[config.mk]
export PLATFORM = sky130hd
export DESIGN_NAME = clk_ratio_detector_flat
export DESIGN_NICKNAME = d
export VERILOG_FILES = /design/src/rtl/clk_ratio_pkg.sv /design/src/rtl/clk_ratio_detector_if.sv /design/src/rtl/sync_edge_detect.sv /design/src/rtl/clk_ratio_detector.sv /design/src/flat_wrapper.sv
export SDC_FILE = /design/constraint.sdc
export NUM_CORES = 1
export LEC_CHECK = 0
export ABC_AREA = 1
export BUFFER_PORTS_ARGS = -buffer_cell sky130_fd_sc_hd__buf_2
export CORE_ASPECT_RATIO = 0.6
export CORE_MARGIN = 5
export CORE_UTILIZATION = 58
export DETAILED_ROUTE_END_ITERATION = 16
export HOLD_SLACK_MARGIN = 0.1
export PLACE_DENSITY = 0.82
export SLEW_MARGIN = 20
export SYNTH_ARGS = -nofsm -noshare
export SYNTH_HDL_FRONTEND = slang
export SYNTH_SLANG_ARGS = --single-unit
[constraint.sdc]
create_clock -name clk -period 2.6 [get_ports clk]
set_input_delay 0.52 -clock clk [delete_from_list [all_inputs] [get_ports clk]]
set_output_delay 0.52 -clock clk [all_outputs]
set_load 0.01 [all_outputs]
[src/rtl/clk_ratio_pkg.sv]
// Shared definitions for the clock ratio detector: ratio codes, nominal
// periods, FSM state type and the period classifier.
package clk_ratio_pkg;

  // Ratio codes match the select encoding of the selectable clock divider.
  localparam logic [1:0] RATIO_DIV2  = 2'b00;
  localparam logic [1:0] RATIO_DIV4  = 2'b01;
  localparam logic [1:0] RATIO_DIV8  = 2'b11;
  localparam logic [1:0] RATIO_DIV16 = 2'b10;

  // Nominal periods in system clock cycles.
  localparam logic [31:0] PERIOD_DIV2  = 32'd2;
  localparam logic [31:0] PERIOD_DIV4  = 32'd4;
  localparam logic [31:0] PERIOD_DIV8  = 32'd8;
  localparam logic [31:0] PERIOD_DIV16 = 32'd16;

  typedef enum logic [1:0] {
    StIdle,
    StAcquire,
    StLocked
  } state_e;

  typedef struct packed {
    logic       valid;
    logic [1:0] code;
  } ratio_class_t;

  // Map a measured period to its ratio code; anything off-nominal is invalid.
  function automatic ratio_class_t classify(input logic [31:0] period);
    ratio_class_t c;
    c.valid = 1'b1;
    c.code  = RATIO_DIV2;
    case (period)
      PERIOD_DIV2:  c.code = RATIO_DIV2;
      PERIOD_DIV4:  c.code = RATIO_DIV4;
      PERIOD_DIV8:  c.code = RATIO_DIV8;
      PERIOD_DIV16: c.code = RATIO_DIV16;
      default:      c.valid = 1'b0;
    endcase
    return c;
  endfunction

endpackage

[src/rtl/clk_ratio_detector_if.sv]
// Bundle of the divided clock under test and all detector results.
// master: the side that drives the divided clock and consumes results.
// slave: the detector itself.
interface clk_ratio_detector_if #(
  parameter int unsigned CNT_W = 8
);
  logic             sig_in;
  logic [1:0]       ratio;
  logic             locked;
  logic             meas_valid;
  logic [CNT_W-1:0] period;
  logic             err;
  logic             timeout;

  modport master (
    output sig_in,
    input  ratio, locked, meas_valid, period, err, timeout
  );

  modport slave (
    input  sig_in,
    output ratio, locked, meas_valid, period, err, timeout
  );
endinterface

[src/rtl/sync_edge_detect.sv]
// Multi-flop synchronizer with a single-cycle rising-edge pulse on the
// synchronized signal.
module sync_edge_detect #(
  parameter int unsigned SYNC_STAGES = 2
) (
  input  logic clk,
  input  logic rst,
  input  logic d,
  output logic rise
);

  logic [SYNC_STAGES-1:0] sync_q;
  logic                   synced_d_q;

  // Shift the async input through the synchronizer and keep one delayed copy.
  always_ff @(posedge clk or posedge rst) begin
    if (rst) begin
      sync_q     <= '0;
      synced_d_q <= 1'b0;
    end else begin
      sync_q     <= {sync_q[SYNC_STAGES-2:0], d};
      synced_d_q <= sync_q[SYNC_STAGES-1];
    end
  end

  assign rise = sync_q[SYNC_STAGES-1] & ~synced_d_q;

endmodule

[src/rtl/clk_ratio_detector.sv]
// Measures the period of a divided clock in system clock cycles, decodes it
// back to the divider select code and reports lock, error and timeout.
module clk_ratio_detector
  import clk_ratio_pkg::*;
#(
  parameter int unsigned SYNC_STAGES = 2,
  parameter int unsigned LOCK_COUNT  = 4,
  parameter int unsigned TIMEOUT     = 64,
  parameter int unsigned CNT_W       = 8
) (
  input  logic                 clk,
  input  logic                 rst,
  clk_ratio_detector_if.slave  bus
);

  logic rise;

  state_e           state_q, state_d;
  logic [1:0]       cand_q, cand_d;
  logic [3:0]       match_q, match_d;
  logic [CNT_W-1:0] period_cnt_q, period_cnt_d;
  logic [1:0]       ratio_q, ratio_d;
  logic             locked_q, locked_d;
  logic [CNT_W-1:0] period_q, period_d;
  logic             meas_valid_q, meas_valid_d;
  logic             err_q, err_d;
  logic             timeout_q, timeout_d;

  ratio_class_t cls;
  logic         expired;

  sync_edge_detect #(
    .SYNC_STAGES(SYNC_STAGES)
  ) u_sync (
    .clk (clk),
    .rst (rst),
    .d   (bus.sig_in),
    .rise(rise)
  );

  assign cls     = classify(32'(period_cnt_q));
  assign expired = (period_cnt_q == CNT_W'(TIMEOUT));

  // Next-state logic: period counter, FSM transitions and output pulses.
  always_comb begin
    logic [3:0] match_inc;
    state_d      = state_q;
    cand_d       = cand_q;
    match_d      = match_q;
    ratio_d      = ratio_q;
    locked_d     = locked_q;
    period_d     = period_q;
    meas_valid_d = 1'b0;
    err_d        = 1'b0;
    timeout_d    = 1'b0;
    match_inc    = match_q + 4'd1;

    // Counter saturates at TIMEOUT so it can never wrap.
    if (rise) begin
      period_cnt_d = CNT_W'(1);
    end else if (!expired) begin
      period_cnt_d = period_cnt_q + CNT_W'(1);
    end else begin
      period_cnt_d = period_cnt_q;
    end

    unique case (state_q)
      StIdle: begin
        // First edge only starts the counter; nothing is captured.
        if (rise) begin
          state_d = StAcquire;
          match_d = 4'd0;
        end
      end
      StAcquire: begin
        if (rise) begin
          period_d     = period_cnt_q;
          meas_valid_d = 1'b1;
          if (cls.valid) begin
            if (cls.code == cand_q) begin
              match_d = match_inc;
            end else begin
              cand_d  = cls.code;
              match_d = 4'd1;
            end
            if (match_d == 4'(LOCK_COUNT)) begin
              state_d  = StLocked;
              ratio_d  = cand_d;
              locked_d = 1'b1;
            end
          end else begin
            match_d = 4'd0;
            err_d   = 1'b1;
          end
        end else if (expired) begin
          state_d   = StIdle;
          locked_d  = 1'b0;
          match_d   = 4'd0;
          timeout_d = 1'b1;
        end
      end
      StLocked: begin
        if (rise) begin
          period_d     = period_cnt_q;
          meas_valid_d = 1'b1;
          if (cls.valid) begin
            if (cls.code != ratio_q) begin
              state_d  = StAcquire;
              locked_d = 1'b0;
              cand_d   = cls.code;
              match_d  = 4'd1;
            end
          end else begin
            state_d  = StAcquire;
            locked_d = 1'b0;
            match_d  = 4'd0;
            err_d    = 1'b1;
          end
        end else if (expired) begin
          state_d   = StIdle;
          locked_d  = 1'b0;
          match_d   = 4'd0;
          timeout_d = 1'b1;
        end
      end
      default: begin
        state_d = StIdle;
      end
    endcase
  end

  // State and output registers, all cleared asynchronously.
  always_ff @(posedge clk or posedge rst) begin
    if (rst) begin
      state_q      <= StIdle;
      cand_q       <= RATIO_DIV2;
      match_q      <= 4'd0;
      period_cnt_q <= '0;
      ratio_q      <= RATIO_DIV2;
      locked_q     <= 1'b0;
      period_q     <= '0;
      meas_valid_q <= 1'b0;
      err_q        <= 1'b0;
      timeout_q    <= 1'b0;
    end else begin
      state_q      <= state_d;
      cand_q       <= cand_d;
      match_q      <= match_d;
      period_cnt_q <= period_cnt_d;
      ratio_q      <= ratio_d;
      locked_q     <= locked_d;
      period_q     <= period_d;
      meas_valid_q <= meas_valid_d;
      err_q        <= err_d;
      timeout_q    <= timeout_d;
    end
  end

  assign bus.ratio      = ratio_q;
  assign bus.locked     = locked_q;
  assign bus.meas_valid = meas_valid_q;
  assign bus.period     = period_q;
  assign bus.err        = err_q;
  assign bus.timeout    = timeout_q;

endmodule

[src/flat_wrapper.sv]
// flat-port wrapper written by rule: the top's interface ports become plain ports
module clk_ratio_detector_flat import clk_ratio_pkg::*;
#(
  parameter int unsigned SYNC_STAGES = 2,
  parameter int unsigned LOCK_COUNT  = 4,
  parameter int unsigned TIMEOUT     = 64,
  parameter int unsigned CNT_W       = 8
)
  (clk, rst, bus_sig_in, bus_ratio, bus_locked, bus_meas_valid, bus_period, bus_err, bus_timeout);
  clk_ratio_detector_if #(.CNT_W(CNT_W)) bus_i ();
  input  logic clk;
  input  logic rst;
  input wire logic [$bits(bus_i.sig_in)-1:0] bus_sig_in;
  output wire logic [$bits(bus_i.ratio)-1:0] bus_ratio;
  output wire logic [$bits(bus_i.locked)-1:0] bus_locked;
  output wire logic [$bits(bus_i.meas_valid)-1:0] bus_meas_valid;
  output wire logic [$bits(bus_i.period)-1:0] bus_period;
  output wire logic [$bits(bus_i.err)-1:0] bus_err;
  output wire logic [$bits(bus_i.timeout)-1:0] bus_timeout;
  assign bus_i.sig_in = bus_sig_in;
  assign bus_ratio = bus_i.ratio;
  assign bus_locked = bus_i.locked;
  assign bus_meas_valid = bus_i.meas_valid;
  assign bus_period = bus_i.period;
  assign bus_err = bus_i.err;
  assign bus_timeout = bus_i.timeout;
  clk_ratio_detector #(.SYNC_STAGES(SYNC_STAGES), .LOCK_COUNT(LOCK_COUNT), .TIMEOUT(TIMEOUT), .CNT_W(CNT_W)) u_core (.clk(clk), .rst(rst), .bus(bus_i));
endmodule
==> impl_metrics.json <==
{
  "synth_top_area_share": 0.442,
  "drc": 0,
  "dp_hpwl_um": 2900,
  "path_cells": "inv_1, ha_1, nand2_1, nor2_1, nand2_2, nand2_2, nand2_1, nand2_1, nor2_1, a21oi_1, nand2_1, nand2_1, nand2_1",
  "grt_first_pass_wirelength_um": 6640,
  "route.met2.wl_um": 1400,
  "min_period_ns": 2.02,
  "cp.arrival_ns": 2.19,
  "dr_wl_met3_um": 412,
  "ys_top_cells_by_area": "dfrtp_1 44%, nand2_1 12%, ha_1 6.0%, inv_1 5.0%, o21ai_0 4.6%",
  "yosysSeqAreaShare": 0.442,
  "postSynthCellCount": 235,
  "slew_headroom": 0.717,
  "die_h_um": 54.0,
  "mostFrequentLayoutCells": "60 x nand2_1, 33 x dfrtp_1, 25 x inv_1",
  "clock_sinks": 33,
  "dpl_worst_slack_ns": 0.596,
  "setup_slack_ns": 0.578,
  "grt_overflow": 0,
  "critPathTopFamily": "simple AND/OR/NAND/NOR gates",
  "register_area_um2": 826,
  "required_ns": 2.77,
  "crit_path_max_fanout": 4,
  "final_common_cell": "nand2_1",
  "io_pins": 17,
  "syn_nets": 247,
  "fmax_mhz": 495,
  "p_per_area_nw_per_um2": 915,
  "syn_area_um2": 1870,
  "max-cap-violations": 0,
  "cts_resized": 0,
  "synth_top_cell_by_area": "dfrtp_1",
  "outcome": "completed",
  "timing_hold_violations_final": 0,
  "final_nets": 269,
  "p_leak_uw": 0.00113,
  "clkSlewWorstSetupHoldPaths_ns": 0.06,
  "rsz0062_at_grt": "false",
  "htree_levels": 2,
  "cp_slowest_cell": "dfrtp_1",
  "die_w_um": 83.3,
  "drt_wl_total_um": 3830,
  "tns_ns": 0,
  "cts-buffers-inserted": 5,
  "nFillCells": 273,
  "synth_warnings": 0,
  "clock_path_buffers": 2,
  "worst-path-stages": 13,
  "clock_latency_ns": 0.28,
  "drt_first_pass_iters": 4,
  "vias": 1587,
  "track_usage": 0.192,
  "dieArea_um2": 4490,
  "drive_above_1_share": 0.178,
  "cts_setup_buffers": 0,
  "detail-route-antenna-nets": 0,
  "initial_core_util": 0.587,
  "vias_per_cell": 5.24,
  "top_layer": "met4",
  "ys_types": 27,
  "cpMostUsedCell": "nand2_1",
  "multi_input_comb_area_um2": 917,
  "drv_slew": 0,
  "first_iter_violations": 251,
  "cts-root-buf": "clkbuf_8",
  "period_share": 0.778,
  "cp-start-kind": "flop",
  "routedWlPerCell_um": 12.7,
  "gp_congestion": 0.901,
  "core-area_um2": 3180,
  "critical-path-max-stage-delay_ns": 0.41,
  "reg2reg_depth": 13,
  "row_count": 16,
  "numPortBuffers": 16,
  "hp-class": "in -> async",
  "grt_start_max_net_pins": 34,
  "setup_viol": 0,
  "crit_path_end_kind": "flop",
  "critPathBufInv": 1,
  "grt_antenna_before_repair": 0,
  "area_growth_pct": 11.7,
  "worst_ir_drop_vdd_uv": 587,
  "crit_type": "reg -> reg",
  "ctsHoldBuffers": 0,
  "synth.avg_cell_area_um2": 7.95,
  "tightest_slew_ns": 0.425,
  "clock-skew-final_ns": 0.00779,
  "ys_ff_latch": 33,
  "tritoncts": "built",
  "met1_length_um": 1990,
  "grt_pass1_vias": 1396,
  "num_antenna_cells": 0
}
==> routing by layer <==
metal,global-route usage,vias to the layer above
li1,-,800
met1,0.290,717
met2,0.249,66
met3,0.0749,4
met4,0.0489,0
met5,0,-
==> layout make-up <==
cell class / count / area share
Sequential cell: 33 / 0.396
Clock inverter: 1 / 0.00360
Timing Repair Buffer: 17 / 0.0420
Inverter: 31 / 0.0558
Multi-Input combinational cell: 169 / 0.439
Clock buffer: 7 / 0.0366
Tap cell: 45 / 0.0270
==> cell usage after synthesis (all sizes together) <==
cell	number
nand2	65
dfrtp	33
inv	31
nor2	29
o21ai	25
nand3	16
a21oi	14
ha	9
nor3	3
nand3b	2
nand4	2
xor2	2
a21boi	1
buf	1
clkbuf	1
or2	1
==> power by group <==
part	leakage (µW)	internal, µW	switching (µW)
combinational	0.000653	276	544
sequential	0.000434	623	93.7
clock	0.0000385	189	183
==> per-stage QoR <==
stage	total power [µW]	area [µm²]	util	instances	hold slack [ns]
3_5_place_dp	1530	2000	0.629	295	0.340
2_1_floorplan	1330	1870	-	235	0.331
3_3_place_gp	1520	2000	0.629	295	0.338
6_report	1910	2090	0.656	303	0.314
5_1_grt	2060	2090	0.656	303	0.336
4_1_cts	1910	2090	0.656	303	0.322
==> worst min-delay path: stages <==
cell and delay (ns):
buf_2 0.09, inv_1 0.04, buf_4 0.37
==> state kept, by name, summed over array words and instances, names as in the netlist <==
name,cells
u_core.bus.period,8
u_core.period_cnt_q,8
u_core.match_q,4
u_core.bus.ratio,2
u_core.cand_q,2
u_core.state_q,2
u_core.u_sync.sync_q,2
u_core.bus.err,1
u_core.bus.locked,1
u_core.bus.meas_valid,1
u_core.bus.timeout,1
u_core.u_sync.synced_d_q,1
==> final timing paths <==
check	startpoint	end	slack, ns
max in group asynchronous	rst	u_core.state_q[1]	1.98
worst max register to register	u_core.period_cnt_q[0]	u_core.state_q[0]	0.58
worst max-delay path	u_core.period_cnt_q[0]	u_core.state_q[0]	0.58
worst min-delay path	rst	u_core.bus.period[0]	0.31
worst min register to register	u_core.u_sync.sync_q[0]	u_core.u_sync.sync_q[1]	0.35
min in group clk	bus_sig_in	u_core.u_sync.sync_q[0]	0.34
==> logic make-up after synthesis <==
kind of cell | Yosys count | synth area share
adder cells (fa/ha/maj) | 9 | 0.0603
AND/OR/NAND/NOR | 118 | 0.313
XOR/XNOR | 2 | 0.00938
AO/OA/AOI/OAI | 40 | 0.109
flip-flops | 33 | 0.442
buffers and inverters | 33 | 0.0670
Note: power is estimated with default switching activity, not from simulation.
